===== src/rtl/demux_1x4_router.sv =====
`default_nettype none
// +--------------------------------------------------------------------------+
// | Module   : demux_1x4_router                                              |
// | Brief    : Buffered 1-to-4 demultiplexer, addressed or round-robin,     |
// |            one-entry valid/ready holding register per output channel.   |
// | Revision : 1.0                                                          |
// +--------------------------------------------------------------------------+
module demux_1x4_router #(
    parameter int WIDTH = 1
) (
    input  logic             clk,
    input  logic             rst_n,
    input  logic [WIDTH-1:0] in_data,
    input  logic             in_valid,
    output logic             in_ready,
    input  logic [1:0]       sel,
    input  logic             mode,
    output logic [WIDTH-1:0] out_a,
    output logic [WIDTH-1:0] out_b,
    output logic [WIDTH-1:0] out_c,
    output logic [WIDTH-1:0] out_d,
    output logic [3:0]       out_valid,
    input  logic [3:0]       out_ready,
    output logic [1:0]       rr_ptr
);

    localparam logic [3:0] c_one_hot = 4'b0001;

    logic [WIDTH-1:0] r_data [4];
    logic [3:0]       r_valid;
    logic [1:0]       r_ptr;

    logic [1:0] w_target;
    logic       w_accept;
    logic [3:0] w_fill;
    logic [3:0] w_drain;

    // in_ready depends only on the target slot, never on in_valid
    assign w_target = mode ? r_ptr : sel;
    assign in_ready = ~r_valid[w_target] | out_ready[w_target];
    assign w_accept = in_valid & in_ready;
    assign w_fill   = w_accept ? (c_one_hot << w_target) : 4'b0000;
    assign w_drain  = r_valid & out_ready;

    always_ff @(posedge clk) begin
        if (!rst_n) begin
            r_valid <= 4'b0000;
            r_ptr   <= 2'b00;
        end else begin
            // a fill wins over a drain of the same slot, so there is no bubble
            r_valid <= (r_valid & ~w_drain) | w_fill;
            if (mode && w_accept) begin
                r_ptr <= r_ptr + 2'd1;
            end
        end
    end

    for (genvar k = 0; k < 4; k++) begin : g_chan
        always_ff @(posedge clk) begin
            if (!rst_n) begin
                r_data[k] <= '0;
            end else if (w_fill[k]) begin
                r_data[k] <= in_data;
            end
        end
    end

    assign out_a     = r_data[0];
    assign out_b     = r_data[1];
    assign out_c     = r_data[2];
    assign out_d     = r_data[3];
    assign out_valid = r_valid;
    assign rr_ptr    = r_ptr;

endmodule
`default_nettype wire

===== config.mk =====
export PLATFORM = sky130hd
export DESIGN_NAME = demux_1x4_router
export DESIGN_NICKNAME = d
export VERILOG_FILES = /design/src/rtl/demux_1x4_router.sv
export SDC_FILE = /design/constraint.sdc
export NUM_CORES = 1
export LEC_CHECK = 0
export BUFFER_PORTS_ARGS = -buffer_cell sky130_fd_sc_hd__buf_4
export CORE_MARGIN = 3
export CORE_UTILIZATION = 35
export CTS_BUF_LIST = sky130_fd_sc_hd__clkbuf_16
export DETAILED_ROUTE_END_ITERATION = 16
export GPL_ROUTABILITY_DRIVEN = 0
export SYNTH_ARGS = -nofsm -noshare
export SYNTH_HDL_FRONTEND = slang
export SYNTH_SLANG_ARGS = --single-unit

===== constraint.sdc =====
create_clock -name clk -period 3.6 [get_ports clk]
set_input_delay 0.18 -clock clk [delete_from_list [all_inputs] [get_ports clk]]
set_output_delay 0.18 -clock clk [all_outputs]
set_load 0.01 [all_outputs]

==> summary.txt <==
Clocking
  • Skew-Pair Late Insertion Delay: 230 ps
  • Max clock buf depth: 2
  • # H-tree levels: 1
  • Root Driver: clkbuf_16
  • Sink Count: 10
  • Hold_buf cts: 0
  • CTS tree: yes
  • CTS-repair resized insts: 0
  • Cts bufs inserted: 3
  • Post-CTS Setup Repair Bufs: 0
  • CTS clk-pin slew, worst paths: 40 ps

Logic synthesis
  • Xor/xnor cell area share of the yosys netlist: 0%
  • Unique masters post-synth: 22
  • Compound-Gate Fraction of Synth Area: 15.6%
  • Synth Instances: approximately 60
  • Post-Synth Adder-Cell Area: 0%
  • Area contributors post-synth: dfxtp_1 26%, edfxtp_1 17%, mux2i_1 7.5%
  • EDFF count, synth: 3
  • Flops & latches, synth: 10
  • Mux contribution to synthesized area: 10.4%
  • Ys async rst share: 0%
  • Post-synth net total: 70
  • Largest family of logic cells by synthesized area: simple AND/OR/NAND/NOR gates
  • Register area share after synthesis: 43.4%
  • Synth Area per Inst: 8.99 um2
  • Top FF cell, synth: dfxtp_1
  • Cell type with the largest total area after synthesis: dfxtp_1
  • Area of the mapped netlist: 531 um2
  • Simple-gate share of the synthesized area: 25.7%
  • Yosys top cell area share: 26.4%
  • Synth warn: 0

Cells and area
  • Post-route cell area: 767 um2
  • # diodes: 0
  • Layout cells sized above 1: 32.1%
  • Filler cell count in the final layout: around 130
  • Final core occ: 56.1%
  • Area Overhead vs Synth: 44.6%
  • Nets: 93

Routing
  • Remaining antenna violation count: 0
  • DR iter-0 viols: 8
  • Wire per inst: 12.1 um
  • Via-per-instance ratio: a little over 5
  • Remaining DRCs: 0
  • Vias: 490
  • Drt total wl: approximately 1200 um
  • Drt first pass iters: 4

STA
  • Max-slew violations: 0
  • Minimum clock period: 1660 ps
  • Slew @ Worst Pin: 302 ps
  • Post-Route Setup TNS: 0 ps
  • Worst Skew: 2.18 ps
  • Hold Fails Final Rpt: 0
  • Period utilization: 46.0%
  • Final Setup Violations: 0
  • Worst setup margin: about 2000 ps
  • Relative slew margins: 79.3%
  • RSZ-0062 raised after global routing: false
  • Max Clock Freq: 604 MHz

Worst setup path
  • RR Startpoint: rr_ptr[1]$_SDFFE_PN0P_
  • CP peak stage delay: 430 ps
  • Slowest cell on the critical path: dfxtp_1
  • Most used cell, CP: mux2i_1
  • Crit-path cells: mux2_4 > mux2i_1 > mux2i_1 > buf_4
  • Critical path class: flip-flop to primary output
  • Startpoint Class: flip-flop
  • CP Launch Point: rr_ptr[1]$_SDFFE_PN0P_
  • Worst Setup End Kind: primary output
  • CP Data Arrival Time: 1480 ps
  • WP data required: ~3400 ps
  • CP Max Fanout: 7

Worst hold path
  • Worst hold path class: primary input to flip-flop
  • Worst hold path startpoint: out_ready[3]

Flow run
  • Max-cap violations: 0

Outcome
  • Run status: completed

GRT
  • GRT Total Usage: 13.6%
  • Overflow left after global routing: 0
  • Vias in the first global route: 458
  • First-pass GRT wire length: 1950 um
  • Antenna violations before repair: 0
  • Largest net degree at the start of global routing: 12

Placed design
  • Placed cell area: between 600 and 700 um2
  • Pre-CTS setup slack: 2090 ps
  • Count of input and output buffers: 21

Die
  • Starting density of the core: 38.8%
  • # rows: 13
  • Die Wd: 44.9 um
  • Die area: 2020 um2
  • Io pins: 22
  • Die Y: 44.9 um
  • Core Area: 1370 um2

Pwr
  • PD cells: around 480 nW/um2
  • Leakage: ~0.33 nW
  • Power Total: 0.365 mW
  • VDD IR max: 0.262 mV
[layout by cell type (no fill, tap or decap), drive strengths merged]
| cell | instances |
|---|---|
| nor3b | 1 |
| or4 | 1 |
| nand2 | 8 |
| edfxtp | 3 |
| a32o | 1 |
| clkbuf | 3 |
| mux2 | 1 |
| or2b | 1 |
| nand3 | 5 |
| mux2i | 4 |
| nor3 | 1 |
| a21boi | 6 |
| nor2 | 4 |
| or3 | 1 |
| o31ai | 1 |
| o21ai | 4 |
| buf | 21 |
| nand2b | 4 |
| inv | 3 |
| dfxtp | 7 |
| nand4 | 1 |
[sequential cells by signal (all words and copies together), names as in the netlist]
| register | cells |
|---|---|
| r_data | 4 |
| out_valid | 4 |
| rr_ptr | 2 |
[layout make-up]
class	count	area [um2]	share of cell area [%]
multi-input combinational	44	274	35.7
sequential	10	230	30.0
timing repair buffer	21	158	20.6
clock buffer	3	75.1	9.79
tap	15	18.8	2.45
inverter	2	7.51	0.979
clock inverter	1	3.75	0.489
[final timing paths]
| kind | cells past startpoint | slack, ps | endpoint |
|---|---|---|---|
| hold / removal | 3 | 250 | out_valid[3]$_SDFF_PN0_ |
| setup / recovery | 4 | 1940 | in_ready |
| setup reg to reg | 4 | 2080 | rr_ptr[1]$_SDFFE_PN0P_ |
| hold reg to reg | 2 | 490 | r_data[1][0]$_DFF_P_ |
[per-stage QoR]
step	hold WS (ps)	std cells
2_1_floorplan	387	59
3_3_place_gp	469	92
3_5_place_dp	483	92
4_1_cts	257	96
5_1_grt	273	96
6_report	254	96
[Yosys cell counts, types with 2 or more instances]
cell type and instances:
dfxtp_1 7, nand2_1 8, o21ai_0 4, clkbuf_1 2, nor2_1 4, mux2i_1 4, a21boi_0 5, nand3_1 5
nand2b_1 4, edfxtp_1 3, inv_1 2
[critical path: cells and delay by family (launching register included)]
kind | cells | cell delay, ps
buf+inv | 1 | 160
mux | 3 | 660
flops | 1 | 430
[cell families (layout without fill, tap and decap cells)]
kind of cell	after synthesis	after routing
flops	10	10
mux	5	5
buf+inv	5	27
simple gates	27	27
compound gates	12	12
[layer usage]
layer  up-vias  track usage, %  wire (um)
li1        253               -          -
met4         0            8.77         26
met1       221            14.7        504
met5         -               0          0
met3         4            5.98         86
met2        12            21.5        545
[power by group]
part / internal (mW) / switching (mW) / total, mW / leakage (nW)
registers: 0.122 / 0.00359 / 0.126 / 0.0886
clock network: 0.145 / 0.0493 / 0.195 / 0.0423
logic: 0.0238 / 0.0208 / 0.0446 / 0.200
total: 0.291 / 0.0737 / 0.365 / 0.331
Note: power is estimated with default switching activity, not from simulation.
